**src/rtl/pwm_led_array.sv**
```systemverilog
// N-channel PWM LED driver with shadow duty registers committed atomically at the period boundary.
// Optional PWM_FADE_EN: commit loads a target and each active duty ramps toward it by FADE_STEP per period.
module pwm_led_array #(
  parameter int N_CHANNELS = 3,
  parameter int WIDTH      = 8,
  parameter int PRESCALE   = 1,
  parameter int FADE_STEP  = 1,
  localparam int CH_W      = (N_CHANNELS > 1) ? $clog2(N_CHANNELS) : 1
) (
  input  logic                  clock_100mhz,
  input  logic                  reset_n,
  input  logic                  wr_en,
  input  logic [CH_W-1:0]       wr_channel,
  input  logic [WIDTH-1:0]      wr_duty,
  input  logic                  commit,
  output logic                  commit_pending,
  output logic                  period_start,
  output logic [N_CHANNELS-1:0] led_out
`ifdef PWM_FADE_EN
  ,
  output logic                  fade_busy
`endif
);

  localparam int PS_W = (PRESCALE > 1) ? $clog2(PRESCALE) : 1;
  localparam logic [WIDTH-1:0] CNT_MAX = WIDTH'((1 << WIDTH) - 2);

  logic             tick;
  logic             wrap;
  logic             apply;
  logic             wr_hit;
  logic [WIDTH-1:0] counter;
  logic [WIDTH-1:0] shadow     [N_CHANNELS];
  logic [WIDTH-1:0] shadow_nxt [N_CHANNELS];
  logic [WIDTH-1:0] active     [N_CHANNELS];
  logic [WIDTH-1:0] active_nxt [N_CHANNELS];

  generate
    if (PRESCALE > 1) begin : g_prescale
      logic [PS_W-1:0] ps_cnt;
      always_ff @(posedge clock_100mhz or negedge reset_n) begin
        if (!reset_n)                          ps_cnt <= '0;
        else if (ps_cnt == PS_W'(PRESCALE-1))  ps_cnt <= '0;
        else                                   ps_cnt <= ps_cnt + 1'b1;
      end
      assign tick = (ps_cnt == PS_W'(PRESCALE-1));
    end else begin : g_no_prescale
      assign tick = 1'b1;
    end
  endgenerate

  assign wrap   = tick && (counter == CNT_MAX);
  assign apply  = wrap && commit_pending;
  assign wr_hit = wr_en && (32'(wr_channel) < N_CHANNELS);

  // A write landing on the applying wrap cycle is part of the committed set.
  always_comb begin
    for (int i = 0; i < N_CHANNELS; i++) begin
      shadow_nxt[i] = shadow[i];
      if (wr_hit && (wr_channel == CH_W'(i))) shadow_nxt[i] = wr_duty;
    end
  end

`ifdef PWM_FADE_EN
  localparam logic [WIDTH:0] STEP = (WIDTH+1)'(FADE_STEP);

  logic [WIDTH-1:0] target     [N_CHANNELS];
  logic [WIDTH-1:0] target_nxt [N_CHANNELS];
  logic             busy_nxt;

  function automatic logic [WIDTH-1:0] fade_to(input logic [WIDTH-1:0] cur,
                                               input logic [WIDTH-1:0] tgt);
    logic [WIDTH:0]   up;
    logic [WIDTH:0]   gap;
    logic [WIDTH-1:0] res;
    up  = {1'b0, cur} + STEP;
    gap = {1'b0, cur} - {1'b0, tgt};
    res = tgt;
    if (cur < tgt) begin
      if (up < {1'b0, tgt}) res = up[WIDTH-1:0];
    end else if (cur > tgt) begin
      if (gap > STEP) res = cur - STEP[WIDTH-1:0];
    end
    return res;
  endfunction

  always_comb begin
    busy_nxt = 1'b0;
    for (int i = 0; i < N_CHANNELS; i++) begin
      target_nxt[i] = apply ? shadow_nxt[i] : target[i];
      active_nxt[i] = wrap ? fade_to(active[i], target_nxt[i]) : active[i];
      if (active_nxt[i] != target_nxt[i]) busy_nxt = 1'b1;
    end
  end

  always_ff @(posedge clock_100mhz or negedge reset_n) begin
    if (!reset_n) begin
      fade_busy <= 1'b0;
      for (int i = 0; i < N_CHANNELS; i++) target[i] <= '0;
    end else begin
      fade_busy <= busy_nxt;
      for (int i = 0; i < N_CHANNELS; i++) target[i] <= target_nxt[i];
    end
  end
`else
  always_comb begin
    for (int i = 0; i < N_CHANNELS; i++) begin
      active_nxt[i] = apply ? shadow_nxt[i] : active[i];
    end
  end
`endif

  always_ff @(posedge clock_100mhz or negedge reset_n) begin
    if (!reset_n) begin
      counter        <= '0;
      commit_pending <= 1'b0;
      period_start   <= 1'b0;
      led_out        <= '0;
      for (int i = 0; i < N_CHANNELS; i++) begin
        shadow[i] <= '0;
        active[i] <= '0;
      end
    end else begin
      if (tick) counter <= wrap ? '0 : counter + 1'b1;
      // A commit on the applying wrap re-arms for the following period.
      if (apply)       commit_pending <= commit;
      else if (commit) commit_pending <= 1'b1;
      period_start <= wrap;
      for (int i = 0; i < N_CHANNELS; i++) begin
        shadow[i]  <= shadow_nxt[i];
        active[i]  <= active_nxt[i];
        led_out[i] <= (active[i] > counter);
      end
    end
  end

endmodule

```
**config.mk**
```make
export PLATFORM = sky130hd
export DESIGN_NAME = pwm_led_array
export DESIGN_NICKNAME = d
export VERILOG_FILES = /design/src/rtl/pwm_led_array.sv
export SDC_FILE = /design/constraint.sdc
export NUM_CORES = 1
export LEC_CHECK = 0
export ABC_AREA = 1
export CAP_MARGIN = 20
export CELL_PAD_IN_SITES_DETAIL_PLACEMENT = 1
export CELL_PAD_IN_SITES_GLOBAL_PLACEMENT = 1
export CORE_ASPECT_RATIO = 0.7
export CORE_MARGIN = 2
export CORE_UTILIZATION = 50
export CTS_BUF_LIST = sky130_fd_sc_hd__clkbuf_2 sky130_fd_sc_hd__clkbuf_4 sky130_fd_sc_hd__clkbuf_8
export DETAILED_ROUTE_END_ITERATION = 8
export HOLD_SLACK_MARGIN = 0.06
export PLACE_DENSITY = 0.84
export SLEW_MARGIN = 20
export SYNTH_ARGS = -nofsm -noshare
export SYNTH_HDL_FRONTEND = slang
export SYNTH_SLANG_ARGS = --single-unit
```
**constraint.sdc**
```tcl
create_clock -name clock_100mhz -period 5 [get_ports clock_100mhz]
set_clock_uncertainty 0.2 [all_clocks]
set_input_delay 1.25 -clock clock_100mhz [delete_from_list [all_inputs] [get_ports clock_100mhz]]
set_output_delay 1.25 -clock clock_100mhz [all_outputs]
set_load 0.1 [all_outputs]
```
# ---- Yosys cells after proc, flatten, opt, wreduce, memory -nomap -nowiden
# Cells that the tools add are included.
# Widths: inputs -> output; s select.
dict set report totals {
  reg_bits 61
  output_inout_bits 5
  elab_cells 31
}
dict set report op_classes {
  addsub 1
  order_cmp 4
  n_eq_ne 3
  n_mux 6
  reduce_logical 7
}
# operator n
set ops {}
lappend ops {{$mux 8} 4}
lappend ops {{$gt 8x8->1} 3}
lappend ops {{$add 8x1->8 const B} 1}
lappend ops {{$eq 8x8->1 const B} 1}
lappend ops {{$logic_and 1x1->1} 5}
lappend ops {{$eq 2x1->1 const B} 1}
lappend ops {{$eq 2x2->1 const B} 1}
lappend ops {{$logic_not 2->1} 1}
lappend ops {{$lt 2x2->1 const B} 1}
lappend ops {{$mux 1} 2}
lappend ops {{$reduce_bool 2->1} 1}

# ---- Logic depth before layout (Yosys ltp)
dict set report depth {
  word_depth 4
  ltp_mapped 9
  ltp_nobuf 9
}

# ---- Least setup slack after synthesis
# OpenSTA, ideal clock, no wires.
dict set report synth_path {
  path_kind {register -> output}
  startpoint {register commit_pending}
  endpoint {output commit_pending}
  t_arrival_ps 897
  path_slack_ps 2653
  stages_incl_launch_ff 1
  cell_sequence {dfrtp_1}
}
# element line
set synth_rtl {}
lappend synth_rtl {{start, declared} 16} ;# output logic commit_pending,
lappend synth_rtl {{start signal, assigned} 126} ;# if (apply) commit_pending <= commit;
# No word-level cell between the ends.

# ---- Worst setup path after layout
dict set report layout_path {
  startpoint {register commit_pending}
  endpoint {output commit_pending}
}
# No word-level cell between the ends.

==> flow_metrics.tcl <==
set metrics [dict create \
    status "complete, no violations" \
    dp_hpwl_mm 5.30 \
    routedWlPerCell_um 16.8 \
    overflow 0 \
    synth_xor_area_frac 0 \
    synth_top_family_by_area "simple AND/OR/NAND/NOR gates" \
    antenna_found_initial 0 \
    yosysWarnings 0 \
    clock_path_buffers 2 \
    synth_fa_ha_area_frac 0.110 \
    clock_sinks 61 \
    comb_power_share 0.063 \
    synth_mux_area_frac 0 \
    synth_seq_area_share 0.517 \
    ir_drop_mv 0.233 \
    p_sw_uw 247 \
    io-pin-count 19 \
    seqPwrFrac 0.509 \
    post_cts_buffers 0 \
    core_um2 5700 \
    intPower_uw 800 \
    worst_path_dominant_cell_family "buffers and inverters" \
    ant_nets 0 \
    layout.nets 395 \
    syn_inst 334 \
    vias 2263 \
    whs_ps 297 \
    p_leak_nw 1.54 \
    root_buffer "clkbuf_8" \
    fp.dieH_um 68.3 \
    rsz0062_at_grt "false" \
    power_switching_share 0.236 \
    row_count 23 \
    grt_pass1_vias 2298 \
    grt_pass1_wl_mm 11.6 \
    die_w_um 95.8 \
    synth_cell_types 20 \
    finalCriticalPeriod_ps 3280 \
    drtIter0Drc 70 \
    power.total_mw 1.05 \
    syn_area_per_cell_um2 8.84 \
    critPathMaxFanout 2 \
    drive_gt1_frac 0.0641 \
    diodes 0 \
    crit_type "reg -> out" \
    crit_buf_inv 1 \
    synthTopCellsByArea "dfrtp_1 52%, nand2_1 13%, ha_1 11%" \
    synth_area_leader_cell "dfrtp_1" \
    setup_viol 0 \
    nFillCells 675 \
    worst_pin_slew_ps 982 \
    drcViolationCount 0 \
    crit_slowest_cell "clkdlybuf4s50_1" \
    grtUsageTotal 0.247 \
    synth_area_um2 2950 \
    synth_nets 374 \
    post_cts_resized 0 \
    cts_max_level 3 \
    cts_hold_buf 0 \
    worstPathArrival_ps 1830 \
    end_kind "output pin" \
    max_cap_violations 0 \
    slew_headroom 0.343 \
    synth_top_area_frac 0.517 \
    placed_cell_area_um2 3170 \
    final_area_um2 3360 \
    gp_congestion 0.812 \
    start_util 0.518 \
    power_density_nw_per_um2 311 \
    synth_compound_area_frac 0.119 \
    setup_tns_ps 0 \
    fmax_mhz 305 \
    grt_max_degree 36 \
    period_share 0.656 \
    drv_slew 0 \
    totalWireLength_mm 7.29 \
    cts_buffers 9 \
    die_area_um2 6540 \
    cts.clk_slew.worst_paths_ps 70 \
    start_kind "flop" \
    port_buffers 18 \
    worstSkewPairLatency_ps 340 \
    drt-vias-per-instance 5.21 \
    crit_chain "clkdlybuf4s50_1" \
    timing_hold_violations_final 0 \
    clkPwrFrac 0.427 \
    synth-simple-area-share 0.188 \
    area_growth_pct 14.0 \
    cts_tree "built" \
    dr.pass1.iters 4 \
    hold_class "reg -> reg" \
    worstPathRequired_ps 3550 \
    cpPeakStageDelay_ps 1140 \
    ys_seq_elements 61 \
]
==> power by group through the flow <==
| stage | clock network (mW) | registers [mW] | logic [mW] |
|---|---|---|---|
| 2_1_floorplan | 0 | 0.539 | 0.0338 |
| 3_3_place_gp | 0 | 0.541 | 0.0611 |
| 3_5_place_dp | 0 | 0.543 | 0.0660 |
| 4_1_cts | 0.453 | 0.533 | 0.0663 |
| 5_1_grt | 0.472 | 0.536 | 0.0753 |
| 6_report | 0.448 | 0.533 | 0.0661 |
==> cells by family after synthesis <==
group           after synthesis
compound gates               68
fa+ha+maj                    26
buf+inv                      44
flops                        61
simple gates                135
==> cells in the mapped netlist <==
library cell and instances:
clkbuf_2 1, inv_1 35, nor2_1 21, buf_8 2, nand2_1 100, nor2_8 1
ha_1 26, nor2_4 1, o21ai_1 9, o21bai_1 1, dfrtp_1 61, nand2_4 1
o21ai_0 42, nor2_2 1, nand3_1 8, buf_2 4, a21oi_1 13, nand2_2 2
clkbuf_1 2, a21o_1 3
==> registers in the layout, indices dropped and copies added (netlist names) <==
name and count:
led_out 3, commit_pending 1, active 24, shadow 24
counter 8, period_start 1
==> per-stage QoR <==
step | utilization | worst slack, ps | std cells
after floorplan | - | 2650 | 334
after global placement | 0.556 | 1980 | 419
after detailed placement | 0.556 | 1870 | 419
after CTS | 0.590 | 1700 | 434
after global routing | 0.590 | 1650 | 434
final | 0.590 | 1720 | 434
==> metal layers <==
metal | global-route usage | share of wire | vias to the layer above | wire length (um)
met5 | 0 | 0 | - | 0
li1 | - | - | 1115 | -
met3 | 0.0595 | 0.030 | 11 | 222
met1 | 0.319 | 0.48 | 1113 | 3520
met4 | 0.0768 | 0.013 | 0 | 92
met2 | 0.416 | 0.47 | 24 | 3460
==> layout by cell type (no fill, tap or decap) <==
master	Yosys	layout
nor2_2	1	1
dfrtp_1	61	61
buf_4	0	1
o21ai_1	9	9
nor2_4	1	1
nand3_1	8	8
nand2_4	1	1
inv_1	35	35
o21ai_0	42	42
nand2_1	100	100
a21oi_1	13	13
a21o_1	3	3
nor2_8	1	1
ha_1	26	26
buf_2	4	1
nand2_2	2	2
clkinv_2	0	2
bufinv_16	0	1
o21bai_1	1	1
clkbuf_8	0	11
clkinvlp_4	0	1
nor2_1	21	21
clkdlybuf4s50_1	0	17
==> path summary, 6_finish.rpt <==
| path | startpoint | depth (start not counted) | end | slack (ps) |
|---|---|---|---|---|
| setup / recovery | commit_pending | 1 | commit_pending | 1720 |
| hold / removal | active[15] | 2 | active[15] | 300 |
| setup reg to reg | counter[0] | 8 | active[15] | 2980 |
| hold reg to reg | active[15] | 2 | active[15] | 300 |
| max in group asynchronous | reset_n | 2 | active[14] | 2980 |
| min in group asynchronous | reset_n | 1 | led_out[0] | 720 |
==> layout make-up <==
class	instances	area, um^2	area share
Sequential cell	61	1530	0.454
Multi-Input combinational cell	229	1230	0.366
Tap cell	75	93.8	0.0279
Clock inverter	4	47.5	0.0141
Inverter	35	131	0.0390
Clock buffer	11	151	0.0450
Timing Repair Buffer	19	183	0.0543
No activity file was read; power rests on OpenSTA's default activity.
